### src/rtl/multicycle_control.sv
// Multicycle MIPS-style control unit: a Moore FSM that sequences fetch,
// decode, memory, ALU, branch and jump steps. It also keeps a retired-
// instruction counter and a sticky illegal-opcode flag.
// Optional build macro MEM_TIMEOUT_EN adds a memory-wait watchdog. The
// watchdog traps when a FETCH/MEMRD/MEMWR wait lasts too long.
module multicycle_control #(
  parameter int ALUOP_W = 2,
  parameter int CNT_W   = 32,
  parameter int TMO_W   = 8
) (
  input  logic               clk,
  input  logic               rst_n,
  input  logic [5:0]         opcode,
  input  logic [5:0]         funct,
  input  logic               mem_ready,
  output logic               IorD,
  output logic               IRWrite,
  output logic               MemRead,
  output logic               MemWrite,
  output logic               PCWrite,
  output logic               PCWriteCond,
  output logic               BranchNe,
  output logic [1:0]         PCSrc,
  output logic               ALUSrcA,
  output logic [1:0]         ALUSrcB,
  output logic [ALUOP_W-1:0] ALUOp,
  output logic               RegDst,
  output logic               MemtoReg,
  output logic               RegWrite,
  output logic               ExtOp,
  output logic               JalEn,
  output logic               LuiEn,
  output logic [3:0]         state_o,
  output logic               illegal,
  output logic [CNT_W-1:0]   retired
);

  typedef enum logic [3:0] {
    FETCH  = 4'd0,
    DECODE = 4'd1,
    MEMADR = 4'd2,
    MEMRD  = 4'd3,
    MEMWB  = 4'd4,
    MEMWR  = 4'd5,
    EXEC   = 4'd6,
    RWB    = 4'd7,
    BRANCH = 4'd8,
    IEXEC  = 4'd9,
    IWB    = 4'd10,
    JUMP   = 4'd11,
    TRAP   = 4'd12
  } state_t;

  localparam logic [5:0] OP_RTYPE = 6'h00;
  localparam logic [5:0] OP_J     = 6'h02;
  localparam logic [5:0] OP_JAL   = 6'h03;
  localparam logic [5:0] OP_BEQ   = 6'h04;
  localparam logic [5:0] OP_BNE   = 6'h05;
  localparam logic [5:0] OP_ADDI  = 6'h08;
  localparam logic [5:0] OP_ANDI  = 6'h0C;
  localparam logic [5:0] OP_ORI   = 6'h0D;
  localparam logic [5:0] OP_XORI  = 6'h0E;
  localparam logic [5:0] OP_LUI   = 6'h0F;
  localparam logic [5:0] OP_LW    = 6'h23;
  localparam logic [5:0] OP_SW    = 6'h2B;
  localparam logic [5:0] FN_JR    = 6'h08;

  localparam logic [ALUOP_W-1:0] ALU_ADD   = ALUOP_W'(0);  // LW/SW/ADDI
  localparam logic [ALUOP_W-1:0] ALU_BR    = ALUOP_W'(1);  // BEQ/BNE
  localparam logic [ALUOP_W-1:0] ALU_RTYPE = ALUOP_W'(2);
  localparam logic [ALUOP_W-1:0] ALU_LOGIC = ALUOP_W'(3);  // ANDI/ORI/XORI

  state_t state, nextState;
  logic   isLogicImm, isLui, tmoHit;

  assign isLogicImm = (opcode == OP_ANDI) || (opcode == OP_ORI) || (opcode == OP_XORI);
  assign isLui      = (opcode == OP_LUI);
  assign state_o    = state;

`ifdef MEM_TIMEOUT_EN
  logic [TMO_W-1:0] tmoCnt;

  // Trap on the wait cycle that would carry the counter to its all-ones value.
  assign tmoHit = !mem_ready && (tmoCnt == {{(TMO_W-1){1'b1}}, 1'b0});

  // Wait counter: counts while a memory state holds, cleared otherwise so
  // every entry into FETCH/MEMRD/MEMWR starts from zero.
  always_ff @(posedge clk) begin
    if (!rst_n) begin
      tmoCnt <= '0;
    end else if ((state == FETCH || state == MEMRD || state == MEMWR) && !mem_ready) begin
      tmoCnt <= tmoCnt + TMO_W'(1);
    end else begin
      tmoCnt <= '0;
    end
  end
`else
  assign tmoHit = 1'b0;
`endif

  // State register.
  always_ff @(posedge clk) begin
    if (!rst_n) state <= FETCH;
    else        state <= nextState;
  end

  // Retired counter: any step back into FETCH completes an instruction.
  always_ff @(posedge clk) begin
    if (!rst_n) retired <= '0;
    else if (state != FETCH && nextState == FETCH) retired <= retired + CNT_W'(1);
  end

  // Sticky illegal flag, raised as the FSM enters TRAP.
  always_ff @(posedge clk) begin
    if (!rst_n) illegal <= 1'b0;
    else if (nextState == TRAP) illegal <= 1'b1;
  end

  // Next-state logic.
  always_comb begin
    nextState = state;
    unique case (state)
      FETCH: begin
        if (mem_ready)   nextState = DECODE;
        else if (tmoHit) nextState = TRAP;
      end
      DECODE: begin
        case (opcode)
          OP_LW, OP_SW:                              nextState = MEMADR;
          OP_RTYPE:                                  nextState = EXEC;
          OP_BEQ, OP_BNE:                            nextState = BRANCH;
          OP_ADDI, OP_ANDI, OP_ORI, OP_XORI, OP_LUI: nextState = IEXEC;
          OP_J, OP_JAL:                              nextState = JUMP;
          default:                                   nextState = TRAP;
        endcase
      end
      MEMADR: nextState = (opcode == OP_SW) ? MEMWR : MEMRD;
      MEMRD: begin
        if (mem_ready)   nextState = MEMWB;
        else if (tmoHit) nextState = TRAP;
      end
      MEMWB: nextState = FETCH;
      MEMWR: begin
        if (mem_ready)   nextState = FETCH;
        else if (tmoHit) nextState = TRAP;
      end
      EXEC:   nextState = (funct == FN_JR) ? FETCH : RWB;
      RWB:    nextState = FETCH;
      BRANCH: nextState = FETCH;
      IEXEC:  nextState = IWB;
      IWB:    nextState = FETCH;
      JUMP:   nextState = FETCH;
      TRAP:   nextState = TRAP;
      default: nextState = TRAP;
    endcase
  end

  // Moore output decode.
  always_comb begin
    IorD        = 1'b0;
    IRWrite     = 1'b0;
    MemRead     = 1'b0;
    MemWrite    = 1'b0;
    PCWrite     = 1'b0;
    PCWriteCond = 1'b0;
    BranchNe    = 1'b0;
    PCSrc       = 2'd0;
    ALUSrcA     = 1'b0;
    ALUSrcB     = 2'd0;
    ALUOp       = ALU_ADD;
    RegDst      = 1'b0;
    MemtoReg    = 1'b0;
    RegWrite    = 1'b0;
    ExtOp       = 1'b1;
    JalEn       = 1'b0;
    LuiEn       = 1'b0;
    unique case (state)
      FETCH: begin
        MemRead = 1'b1;
        IRWrite = mem_ready;
        PCWrite = mem_ready;
        ALUSrcB = 2'd1;
      end
      DECODE: ALUSrcB = 2'd3;
      MEMADR: begin
        ALUSrcA = 1'b1;
        ALUSrcB = 2'd2;
      end
      MEMRD: begin
        IorD    = 1'b1;
        MemRead = 1'b1;
      end
      MEMWB: begin
        RegWrite = 1'b1;
        MemtoReg = 1'b1;
      end
      MEMWR: begin
        IorD     = 1'b1;
        MemWrite = 1'b1;
      end
      EXEC: begin
        ALUSrcA = 1'b1;
        ALUOp   = ALU_RTYPE;
        if (funct == FN_JR) begin
          PCWrite = 1'b1;
          PCSrc   = 2'd3;
        end
      end
      RWB: begin
        RegDst   = 1'b1;
        RegWrite = 1'b1;
      end
      BRANCH: begin
        ALUSrcA     = 1'b1;
        ALUOp       = ALU_BR;
        PCWriteCond = 1'b1;
        PCSrc       = 2'd1;
        BranchNe    = (opcode == OP_BNE);
      end
      IEXEC, IWB: begin
        if (state == IEXEC) begin
          ALUSrcA = 1'b1;
          ALUSrcB = 2'd2;
        end else begin
          RegWrite = 1'b1;
        end
        if (isLogicImm) begin
          ExtOp = 1'b0;
          ALUOp = ALU_LOGIC;
        end
        LuiEn = isLui;
      end
      JUMP: begin
        PCWrite = 1'b1;
        PCSrc   = 2'd2;
        if (opcode == OP_JAL) begin
          RegWrite = 1'b1;
          JalEn    = 1'b1;
        end
      end
      default: ;
    endcase
  end

endmodule

### config.mk
export PLATFORM = sky130hd
export DESIGN_NAME = multicycle_control
export DESIGN_NICKNAME = d
export VERILOG_FILES = /design/src/rtl/multicycle_control.sv
export SDC_FILE = /design/constraint.sdc
export NUM_CORES = 1
export LEC_CHECK = 0
export CAP_MARGIN = 30
export CORE_MARGIN = 4
export CORE_UTILIZATION = 35
export CTS_CLUSTER_DIAMETER = 80
export DETAILED_ROUTE_END_ITERATION = 12
export PLACE_DENSITY = 0.6
export SLEW_MARGIN = 40
export SYNTH_ARGS = -nofsm -noshare
export SYNTH_HDL_FRONTEND = slang
export SYNTH_SLANG_ARGS = --single-unit
### constraint.sdc
create_clock -name clk -period 5.1 [get_ports clk]
set_clock_uncertainty 0.05 [all_clocks]
set_input_delay 1.02 -clock clk [delete_from_list [all_inputs] [get_ports clk]]
set_output_delay 1.02 -clock clk [all_outputs]
set_load 0.02 [all_outputs]
* After elaboration in Yosys (flattened, before gate mapping)
Cells that the tools add are included.
** Word-level totals
- Input port bits :: 15
- Flip-flop bits (word level) :: 37
- Output and inout port bits :: 57
- Word-level logic and storage cells :: 77
** Operators by class
- Muxes and demuxes :: 32
- Add/sub/neg operators :: 1
- Equal/unequal tests :: 24
- Reduce and logical (&&, ||, !) cells :: 17
** Operators with widths (number)
- $eq 6x4->1 const B :: 6
- $add 32x1->32 const B :: 1
- $pmux 4 s8 :: 1
- $eq 4x4->1 const B :: 5
- $pmux 4 s5 :: 1
- $eq 4x3->1 const B :: 4
- $mux 1 :: 16
- $reduce_or 2->1 :: 7
- $eq 6x2->1 const B :: 2
- $eq 6x3->1 const B :: 2
- $eq 6x6->1 const B :: 2
- $mux 4 :: 3
- $pmux 2 s3 :: 2
- $reduce_or 5->1 :: 2
- $eq 4x2->1 const B :: 2
- $logic_not 4->1 :: 2
- $pmux 2 s4 :: 1
- $logic_not 6->1 :: 1
- $mux 2 :: 3
- $mux 3 :: 2
- $pmux 1 s3 :: 2
- $eq 4x1->1 const B :: 1
- $reduce_bool 4->1 :: 1
- $reduce_or 3->1 :: 1
- 3 further kinds :: 4

* Depth between registers and ports, before layout
Gate-level depths: netlist of the first run.
- Depth in word-level cells :: 6
- Depth in mapped cells :: 10

* Least setup slack after synthesis of the first run
No wires, ideal clock.
- Path type :: input to output
- From :: input funct[1]
- To :: output PCWrite
- Slack :: 1.478 ns
- Stages on the path :: 5
- Required time :: 4.030 ns
- Buffers on the path :: 0
- Arrival time :: 2.552 ns
- Cells stage by stage :: or4b_4 > or3_1 > nor3_1 > o21a_1 > or2_2
** Between the ends
- Cells in the longest elaborated chain, start to end :: 3
** RTL lines
- start: declaration :: RTL line 14 : input logic [5:0] funct,
- $eq 6x4->1 :: RTL line 204 : if (funct == FN_JR) begin
- $mux 1 :: RTL line 204
- $pmux 1 s3 :: RTL line 177 : unique case (state)
- end: declaration :: RTL line 20 : output logic PCWrite,
No other way between the ends.

* Worst setup path after layout of the first run
Same ends and word-level chain as after synthesis.

==> results of run 1 <==
logic make-up after synthesis:
logic type / count (synthesis) / share of synthesized area
AND/OR/NAND/NOR: 158 / 0.376
AO/OA/AOI/OAI: 84 / 0.231
flip-flops: 37 / 0.301
buffers and inverters: 33 / 0.0594
multiplexers: 5 / 0.0203
XOR/XNOR: 2 / 0.00711
adder cells (fa/ha/maj): 1 / 0.00508
layout make-up:
type | instances | area share
sequential | 37 | 0.227
clock buffer | 8 | 0.0245
inverter | 6 | 0.00689
timing repair buffer | 73 | 0.222
multi-input combinational | 250 | 0.483
tap | 96 | 0.0368
sequential cells by signal, summed over array words and instances, names as in the netlist:
| register | cells |
|---|---|
| state_o | 4 |
| retired | 32 |
| illegal | 1 |
worst max-delay path: cells and delay by family:
kind | cells | cell delay (ns)
simple gates | 4 | 1.25
buf+inv | 2 | 0.99
compound gates | 1 | 0.14
routing by layer:
metal	vias to the layer above	track usage	wire length, um
li1	1327	-	-
met1	1257	0.240	3480
met2	60	0.266	3330
met3	2	0.0353	374
met4	0	0.0384	44
met5	-	0	0
cell usage after synthesis, types with 3 or more instances:
cell type,n
nor2b_1,4
nor3_1,8
or3_1,5
nor4_1,5
a21oi_1,31
clkbuf_1,15
nor2_1,18
o31ai_1,24
nand3_1,14
nand2b_1,13
nand4_1,10
and4_1,3
o21ai_0,6
and3_1,10
nand2_1,26
buf_2,5
or4_1,25
mux2i_1,5
and2_1,4
buf_1,4
dfxtp_1,37
inv_1,5
stage by stage:
| stage | instance area [um^2] | worst slack [ns] |
|---|---|---|
| floorplan | 2460 | 1.48 |
| global placement | 3190 | 0.641 |
| detailed placement | 3190 | 0.610 |
| CTS | 3270 | 0.611 |
| global route | 3270 | 0.570 |
| finish | 3270 | 0.626 |
how the worst max path moves through the flow:
stage / endpoint / slack [ns]
after detailed placement: PCWrite / 0.61
after global placement: PCWrite / 0.64
after floorplan: PCWrite / 1.48
after global routing: PCWrite / 0.57
after CTS: PCWrite / 0.61
final: PCWrite / 0.63
power breakdown:
group / total (mW) / internal [mW] / switching, mW
Sequential: 0.308 / 0.293 / 0.0156
Combinational: 0.159 / 0.0622 / 0.0967
Clock: 0.200 / 0.0973 / 0.103
==> out/qor.yml, run 1 <==
status: "finished clean"
rr_worst_depth: 6
regArea_um2: 741
placed_cells: 462
start_util: 0.361
r2r-end: "retired[28]"
hp-start: "retired[31]"
synth_area_leader_cell: "dfxtp_1"
viasPerCell: 5.63
synth-edff-count: 0
worstMarginPinSlew_ns: 0.709
core-area_um2: 6830
finalHoldViolCount: 0
slowest_stage: "clkdlybuf4s50_1"
syn_area_um2: 2460
final_util: 0.478
finalSetupTns_ns: 0
fin_crit_ns: 4.47
antenna_found_initial: 0
first_pass_iters: 4
fin_cells: 470
final_cell_mix: "71 x clkdlybuf4s50_1, 37 x dfxtp_1, 31 x a21oi_1"
r2r_start: "state_o[1]"
numCtsBuffers: 5
boundaryPins: 72
fill_cells: 703
p_total_mw: 0.668
clkLatencyLatePin_ns: 0.28
hp-class: "reg2reg"
holdWs_ns: 0.423
diodes: 0
cts_resized: 0
ys_warn_count: 0
drive_above_1_share: 0.0428
relSlewSlack: 0.527
drt-total-wl_mm: 7.23
globalplace.congestion: 0.774
h-tree-depth: 2
dieWidth_um: 91.9
p_leak_nw: 1.00
multi_input_area_um2: 1580
clock_path_buffers: 2
cp-start-kind: "input port"
die_h_um: 91.9
grt_pass1_wl_mm: 12.2
path_clk_slew_ns: 0.07
drc: 0
rsz0062_at_grt: "no"
synth_top_area_share: 0.301
ant_nets: 0
crit_top_cell: "clkdlybuf4s50_1"
wire_per_inst_um: 15.4
timing.final.setup_violations: 0
synth_nets: 336
clock-sinks: 37
fin_crit_sh: 0.877
grt_pass1_vias: 2432
ys.flop_type: "dfxtp_1"
fin_nets: 389
end_kind: "output port"
cts-root-buf: "clkbuf_8"
grt_max_degree: 59
cts_tree: "yes"
dp_hpwl_mm: 5.02
synth_cell_types: 53
syn_to_final_growth_pct: 32.5
worstSetupPathType: "in2out"
cap_viol_max_count: 0
async_reset_ff_frac: 0
cp_cell_sequence: "clkdlybuf4s50_1, or4b_4, or3_1, nor3_1, o21a_1, or2_2, clkdlybuf4s50_1"
ys_seq_area_frac: 0.301
vdd_drop_max_mv: 0.155
cp.arrival_ns: 3.40
fmax_ghz: 0.224
synth_seq_cells: 37
syn_avg_cell_area_um2: 7.70
grt-ovfl-total: 0
vias: 2646
postSynthCellCount: 320
ys_top_cells_by_area: "dfxtp_1 30%, or4_1 7.6%, o31ai_1 7.3%, a21oi_1 6.3%, nand2_1 4.0%"
drt-initial-drc-count: 134
reg2reg_setup_slack_ns: 2.10
critPathLaunch: "funct[1]"
required_ns: 4.03
worstHoldPathCells: 2
io_buffers: 71
num_rows: 30
cts_hold_buffers: 0
grt_use_total: 0.170
worstHoldEndpoint: "retired[31]"
postCtsSetupBuffers: 0
cpPeakStageDelay_ns: 0.59
dieArea_um2: 8450
cp_max_fo: 4
mostFrequentLayoutCell: "clkdlybuf4s50_1"
power_density_nw_per_um2: 204
maxSlewViolCount: 0
No activity file was read; power rests on OpenSTA's default activity.
==> inputs of run 2 (changes only) <==
--- a/config.mk
+++ b/config.mk
@@ -10,6 +10,7 @@
 export CORE_UTILIZATION = 35
 export CTS_CLUSTER_DIAMETER = 80
 export DETAILED_ROUTE_END_ITERATION = 12
+export HOLD_SLACK_MARGIN = 0.06
 export PLACE_DENSITY = 0.6
 export SLEW_MARGIN = 40
 export SYNTH_ARGS = -nofsm -noshare
==> results of run 2 <==
The final DEF is identical to that of run 1; final timing and power are the same.
